<file path="config.mk">
export PLATFORM = sky130hd
export DESIGN_NAME = rt_lim_readback
export DESIGN_NICKNAME = d
export VERILOG_FILES = /design/src/rtl/rt_lim_readback.sv
export SDC_FILE = /design/constraint.sdc
export NUM_CORES = 1
export LEC_CHECK = 0
export ABC_AREA = 1
export ABC_CLOCK_PERIOD_IN_PS = 3150
export CAP_MARGIN = 20
export CORE_MARGIN = 2
export CORE_UTILIZATION = 45
export DETAILED_ROUTE_END_ITERATION = 12
export GPL_TIMING_DRIVEN = 0
export PLACE_DENSITY = 0.79
export SYNTH_ARGS = -nofsm -noshare
export SYNTH_HDL_FRONTEND = slang
export SYNTH_SLANG_ARGS = --single-unit
</file>
<file path="constraint.sdc">
create_clock -name clk -period 3.15 [get_ports clk]
set_input_delay 0.63 -clock clk [delete_from_list [all_inputs] [get_ports clk]]
set_output_delay 0.63 -clock clk [all_outputs]
set_load 0.05 [all_outputs]
</file>
<file path="src/rtl/rt_lim_readback.sv">
// Port-B readback engine for the LiM racetrack data memory: reads a burst of words
// one at a time and presents each captured word with its byte address on a valid/ready stream.
module rt_lim_readback #(
  parameter int unsigned ADDR_WIDTH = 22,
  parameter int unsigned CNT_WIDTH  = 16,
  parameter int unsigned TIMEOUT    = 64
) (
  input  logic                  clk,
  input  logic                  rst_n,
  input  logic                  start_i,
  input  logic [ADDR_WIDTH-1:0] base_addr_i,
  input  logic [CNT_WIDTH-1:0]  num_words_i,
  output logic                  busy_o,
  output logic                  done_o,
  output logic                  error_o,
  output logic                  en_b_o,
  output logic                  we_b_o,
  output logic [3:0]            be_b_o,
  output logic [ADDR_WIDTH-1:0] addr_b_o,
  output logic [2:0]            lim_funct_o,
  output logic                  we_funct_o,
  output logic [ADDR_WIDTH-1:0] addr_range_o,
  input  logic                  rvalid_b_i,
  input  logic [31:0]           rdata_b_i,
  output logic [31:0]           data_o,
  output logic [ADDR_WIDTH-1:0] data_addr_o,
  output logic                  valid_o,
  input  logic                  ready_i
);

  localparam int unsigned         TO_W      = $clog2(TIMEOUT);
  localparam logic [TO_W-1:0]     TO_LAST   = TO_W'(TIMEOUT - 1);
  localparam logic [ADDR_WIDTH-1:0] WORD_MASK = {{(ADDR_WIDTH-2){1'b1}}, 2'b00};

  typedef enum logic [2:0] {
    S_IDLE = 3'd0,
    S_REQ  = 3'd1,
    S_WAIT = 3'd2,
    S_GAP  = 3'd3,
    S_OUT  = 3'd4,
    S_DONE = 3'd5
  } state_e;

  state_e                state_q, state_d;
  logic [ADDR_WIDTH-1:0] addr_q, addr_d;
  logic [CNT_WIDTH-1:0]  rem_q, rem_d;
  logic [TO_W-1:0]       to_cnt_q, to_cnt_d;
  logic                  rvalid_prev_q;
  logic [31:0]           data_q, data_d;
  logic [ADDR_WIDTH-1:0] data_addr_q, data_addr_d;
  logic                  error_q, error_d;
  logic                  busy_q, busy_d;
  logic                  done_q, done_d;
  logic                  en_q, en_d;
  logic                  valid_q, valid_d;
  logic                  rv_rise_s;

  // Only a fresh rising edge counts, so a level held high across a request is not re-read.
  assign rv_rise_s = rvalid_b_i & ~rvalid_prev_q;

  // Next-state, datapath and decoded-output logic.
  always_comb begin
    state_d     = state_q;
    addr_d      = addr_q;
    rem_d       = rem_q;
    to_cnt_d    = to_cnt_q;
    data_d      = data_q;
    data_addr_d = data_addr_q;
    error_d     = error_q;
    case (state_q)
      S_IDLE: begin
        if (start_i) begin
          addr_d  = base_addr_i & WORD_MASK;
          rem_d   = num_words_i;
          error_d = 1'b0;
          if (num_words_i == {CNT_WIDTH{1'b0}}) begin
            state_d = S_DONE;
          end else begin
            state_d = S_REQ;
          end
        end else begin
          state_d = S_IDLE;
        end
      end
      S_REQ: begin
        to_cnt_d = {TO_W{1'b0}};
        state_d  = S_WAIT;
      end
      S_WAIT: begin
        if (rv_rise_s) begin
          data_d      = rdata_b_i;
          data_addr_d = addr_q;
          state_d     = S_GAP;
        end else if (to_cnt_q == TO_LAST) begin
          error_d = 1'b1;
          state_d = S_DONE;
        end else begin
          to_cnt_d = to_cnt_q + TO_W'(1);
        end
      end
      S_GAP: begin
        state_d = S_OUT;
      end
      S_OUT: begin
        if (ready_i) begin
          addr_d = addr_q + ADDR_WIDTH'(4);
          rem_d  = rem_q - CNT_WIDTH'(1);
          if (rem_q == CNT_WIDTH'(1)) begin
            state_d = S_DONE;
          end else begin
            state_d = S_REQ;
          end
        end else begin
          state_d = S_OUT;
        end
      end
      S_DONE: begin
        state_d = S_IDLE;
      end
      default: begin
        state_d = S_IDLE;
      end
    endcase

    // Status outputs are registered from the upcoming state so they align with it.
    en_d    = (state_d == S_REQ);
    valid_d = (state_d == S_OUT);
    done_d  = (state_d == S_DONE);
    busy_d  = (state_d == S_REQ) || (state_d == S_WAIT) ||
              (state_d == S_GAP) || (state_d == S_OUT);
  end

  // State and output registers.
  always_ff @(posedge clk or negedge rst_n) begin
    if (!rst_n) begin
      state_q       <= S_IDLE;
      addr_q        <= {ADDR_WIDTH{1'b0}};
      rem_q         <= {CNT_WIDTH{1'b0}};
      to_cnt_q      <= {TO_W{1'b0}};
      rvalid_prev_q <= 1'b0;
      data_q        <= 32'h0000_0000;
      data_addr_q   <= {ADDR_WIDTH{1'b0}};
      error_q       <= 1'b0;
      busy_q        <= 1'b0;
      done_q        <= 1'b0;
      en_q          <= 1'b0;
      valid_q       <= 1'b0;
    end else begin
      state_q       <= state_d;
      addr_q        <= addr_d;
      rem_q         <= rem_d;
      to_cnt_q      <= to_cnt_d;
      rvalid_prev_q <= rvalid_b_i;
      data_q        <= data_d;
      data_addr_q   <= data_addr_d;
      error_q       <= error_d;
      busy_q        <= busy_d;
      done_q        <= done_d;
      en_q          <= en_d;
      valid_q       <= valid_d;
    end
  end

  assign busy_o       = busy_q;
  assign done_o       = done_q;
  assign error_o      = error_q;
  assign en_b_o       = en_q;
  assign we_b_o       = 1'b0;
  assign be_b_o       = 4'b1111;
  assign addr_b_o     = addr_q;
  assign lim_funct_o  = 3'b000;
  assign we_funct_o   = 1'b0;
  assign addr_range_o = {ADDR_WIDTH{1'b0}};
  assign data_o       = data_q;
  assign data_addr_o  = data_addr_q;
  assign valid_o      = valid_q;

endmodule

</file>
-- Word level (Yosys, flattened, before mapping)
Index checks and enable logic that the tools add are counted.
- reductions and logical operators: 12
- add/sub/neg operators: 3
- muxes and demuxes: 20
- equality and inequality tests: 16
- bitwise gates (word level): 2
- operators by type and width (kind ; number):
    $mux 22 ; 2
    $pmux 22 s2 ; 1
    $mux 16 ; 2
    $pmux 16 s2 ; 1
    $add 22x3->22 const B ; 1
    $mux 3 ; 6
    $eq 16x1->1 const B ; 1
    $logic_not 16->1 ; 1
    $sub 16x1->16 const B ; 1
    $pmux 3 s5 ; 1
    $eq 3x2->1 const B ; 4
    $mux 6 ; 2
    $pmux 6 s2 ; 1
    $ne 2x2->1 const B ; 5
    $eq 3x3->1 const B ; 3
    $add 6x1->6 const B ; 1
    $eq 3x1->1 const B ; 2
    $eq 6x6->1 const B ; 1
    $reduce_and 3->1 ; 2
    $reduce_bool 2->1 ; 3
    $reduce_and 4->1 ; 1
    $logic_not 3->1 ; 1
    $logic_or 1x1->1 ; 3
    $mux 1 ; 3
    4 further kinds ; 4
- output and inout bits: 112
- word-level logic and storage cells: 65
- register bits: 107

-- Depth between registers and ports, before layout
- word-level depth: 8
- gate-level depth with buffers: 10

-- Worst setup path before layout
OpenSTA, ideal clock, no wires.
- path type: reg2reg
- start point: register addr_q[3], in the netlist addr_b_o[3]
- end point: register addr_q[18], in the netlist addr_b_o[18]
- period minus slack after synthesis: 1878 ps
- slack: 1272 ps
- arrival: 1759 ps
- stages on the path, launching flop included: 9
- cell sequence: dfrtp_1 -> ha_1 -> nand3_1 -> nor3_1 -> nand3_1 -> nand2_1 -> nand3_1 -> nand2_1 -> nand2_1
- word-level cells in the longest chain between the ends: 3
- ends and longest elaborated chain (element ; RTL line ; source):
    start: declaration ; 45 ; logic [ADDR_WIDTH-1:0] addr_q, addr_d;
    start signal: assignment ; 137 ; addr_q <= {ADDR_WIDTH{1'b0}};
    start signal: assignment ; 150 ; addr_q <= addr_d;
    $add 22x3->22 ; 106 ; addr_d = addr_q + ADDR_WIDTH'(4);
    $mux 22 ; 105 ; if (ready_i) begin
    $pmux 22 s2 ; 70 ; case (state_q)
No other way between the ends. The select of a mux whose other input is x is not followed.
A chain may end at the register's enable or synchronous reset.

-- Final worst setup path
- start point: register addr_q[3], in the netlist addr_b_o[3]
- end point: output addr_b_o[3]
- RTL lines (element ; RTL line ; source):
    end: declaration ; 19 ; output logic [ADDR_WIDTH-1:0] addr_b_o,
No word-level cell between the ends.

==> results.yml <==
worst_setup_path:
  cpLargestDelayFamily: "buffers and inverters"
  rrSetupSlack_ns: 1.15
  cp.arrival_ns: 1.71
  cp.depth: 1
  setup.worst_path.end: "addr_b_o[3]"
  worstSetupPathType: "flip-flop to primary output"
  worst_setup_path_end_kind: "primary output"
  path_cells: "clkdlybuf4s50_1"
  worstSetupStartpointType: "flip-flop"
  r2r_end: "addr_b_o[18]"
  slowest_delay_ns: 0.90
  required_ns: 2.52
  path_max_fanout: 5
  r2r_start: "addr_b_o[2]"
  startpoint: "addr_b_o[3]"
  critPathSlowestCell: "clkdlybuf4s50_1"
  crit_buf_inv: 1
  reg2regPathDepth: 8
clocking:
  cts_tree: "done"
  cts_buffer_depth: 2
  cts_htree_levels: 3
  post_cts_buffers: 0
  cts_inserted_buffers: 9
  root_buffer: "clkbuf_16"
  cts_hold_buf: 0
  cts_repair_resize_count: 0
  cts.sinks: 103
  clk_latency_ns: 0.34
  path_clk_slew_ns: 0.08
global_routing:
  antenna_found_initial: 0
  grt_usage: 0.235
  overflow: 0
  grt_pass1_wl_um: 24400
  grt_max_degree: 65
  grt_pass1_vias: 4818
floorplan:
  initial_core_util: 0.461
  fp.dieW_um: 115
  coreArea_mm2: 0.0120
  ioPinCount: 187
  die_h_um: 115
  dieArea_mm2: 0.0132
  rows: 40
final_layout:
  fin_nets: 1015
  fill_cells: 1043
  layout-drive-gt1-share: 0.0956
  area_growth_pct: 38.8
  postLayoutCoreUtil: 0.640
  final_area_mm2: 0.00769
  antenna_cells: 0
routing:
  dr_wl_met3_um: 1570
  routed-wl-met2_um: 6820
  avgViaCountPerCell: 4.95
  wl_per_cell_um: 14.2
  drtIter0Drc: 505
  final_antenna_net_count: 0
  num_vias: 5382
  wl_met1_um: 6650
  first_pass_iters: 5
  drc_errors: 0
  wl_um: 15400
  highest_layer: "met4"
pwr:
  p_leak_nw: 3.83
  powerDensity_mw_per_mm2: 1090
  finalPower_mw: 8.36
  vdd_drop_max_mv: 0.687
sta:
  worstMarginPinSlew_ns: 0.673
  relSlewSlack: 0.548
  fin_crit_ns: 2.34
  final_hold_viol_count: 0
  period_share: 0.741
  drv_slew: 0
  rsz0062_at_grt: "false"
  finClkSkew_ns: 0.00943
  max_freq_ghz: 0.428
  setup_viol: 0
  finalHoldWorstSlack_ns: 0.257
synthesis:
  synth_area_leader_cell: "dfrtp_1"
  synth-seq-cells: 103
  synth_most_common_cell: "nand2_1"
  synthTopCellsByArea: "dfrtp_1 47%, nand2_1 18%, o21ai_0 6.2%"
  syn_area_per_cell_um2: 7.46
  synth_cell_types: 30
  yosysSeqAreaShare: 0.465
  syn_area_mm2: 0.00554
  ys.flop_type: "dfrtp_1"
  synth_common_cells: "262 x nand2_1, 103 x dfrtp_1, 69 x o21ai_0"
  yosysTopAreaCellShare: 0.465
  synthCells: 742
  async_flop_share: 1.00
  ys_warn_count: 0
  synth_edf_count: 0
place:
  placedInstanceArea_mm2: 0.00736
  hpwl_um: 11500
  portBuffers: 149
  place_congestion: 0.926
outcome:
  run_status: "finished clean"
min_path:
  hold_path_class: "primary input to async pin"
job:
  maxCapViolCount: 0
## cell families after synthesis
logic type	share of synthesized area
other cells	0.00136
xor+xnor	0.00791
buf+inv	0.121
fa+ha+maj	0.00904
simple gates	0.304
flops	0.465
compound gates	0.0911
## power breakdown
part	switching (mW)	total [mW]	internal (mW)
clock network	0.532	1.24	0.711
logic	3.25	4.74	1.49
registers	0.472	2.38	1.91
## state kept, by name, indices dropped and copies added, names as in the netlist, 3 cells and up
register	flops
addr_b_o	20
data_addr_o	20
rem_q	16
state_q	3
to_cnt_q	6
data_o	32
## through the flow
| stage | instances | TNS, ns | setup WS (ns) |
|---|---|---|---|
| after floorplan | 775 | 0 | 1.27 |
| after global placement | 1071 | -257.47 | -2.51 |
| after detailed placement | 1072 | 0 | 0.821 |
| after CTS | 1088 | 0 | 0.803 |
| after global routing | 1088 | 0 | 0.771 |
| final | 1088 | 0 | 0.815 |
## worst reg2reg max path, delay by kind of cell (launching register included)
| kind | cells | cell delay [ns] |
|---|---|---|
| simple gates | 7 | 1.08 |
| flops | 1 | 0.47 |
| fa+ha+maj | 1 | 0.36 |
## layout make-up
type,count,area [um2],area share
sequential,103,2580,0.335
tap,147,184,0.0239
buffer,60,402,0.0522
inverter,72,270,0.0352
multi-input combinational,540,2410,0.314
clock buffer,10,229,0.0298
clock inverter,6,97.6,0.0127
timing repair buffer,150,1520,0.197
## per-layer routing
layer	GRT usage	vias up
li1	-	2654
met2	0.368	267
met5	0	-
met1	0.325	2431
met4	0.0803	0
met3	0.0527	30
## cells in the final DEF, fill, tap and decap left out, types with 4 or more instances in the layout
| cell type | synthesis | routed |
|---|---|---|
| nand4_1 | 8 | 8 |
| buf_4 | 40 | 41 |
| nor2_1 | 56 | 56 |
| buf_2 | 9 | 9 |
| nand2_1 | 262 | 262 |
| o22ai_1 | 4 | 4 |
| ha_1 | 4 | 4 |
| a21oi_1 | 15 | 15 |
| or2_2 | 8 | 8 |
| clkbuf_1 | 9 | 10 |
| clkdlybuf4s50_1 | 0 | 148 |
| conb_1 | 2 | 35 |
| nor3_1 | 5 | 5 |
| clkbuf_16 | 0 | 9 |
| o21ai_0 | 69 | 69 |
| inv_2 | 5 | 5 |
| dfrtp_1 | 103 | 103 |
| nand3_1 | 49 | 49 |
| inv_1 | 67 | 67 |
## worst min-delay path by stage
stage / start / end / cells after the start
final: rst_n / data_o[11] / 1
after global routing: rst_n / data_o[11] / 1
after CTS: rst_n / data_o[11] / 1
after detailed placement: data_o[24] / data_o[24] / 2
after global placement: rem_q[9] / rem_q[9] / 2
after floorplan: rst_n / addr_b_o[10] / 0
No activity file was read; power rests on OpenSTA's default activity.
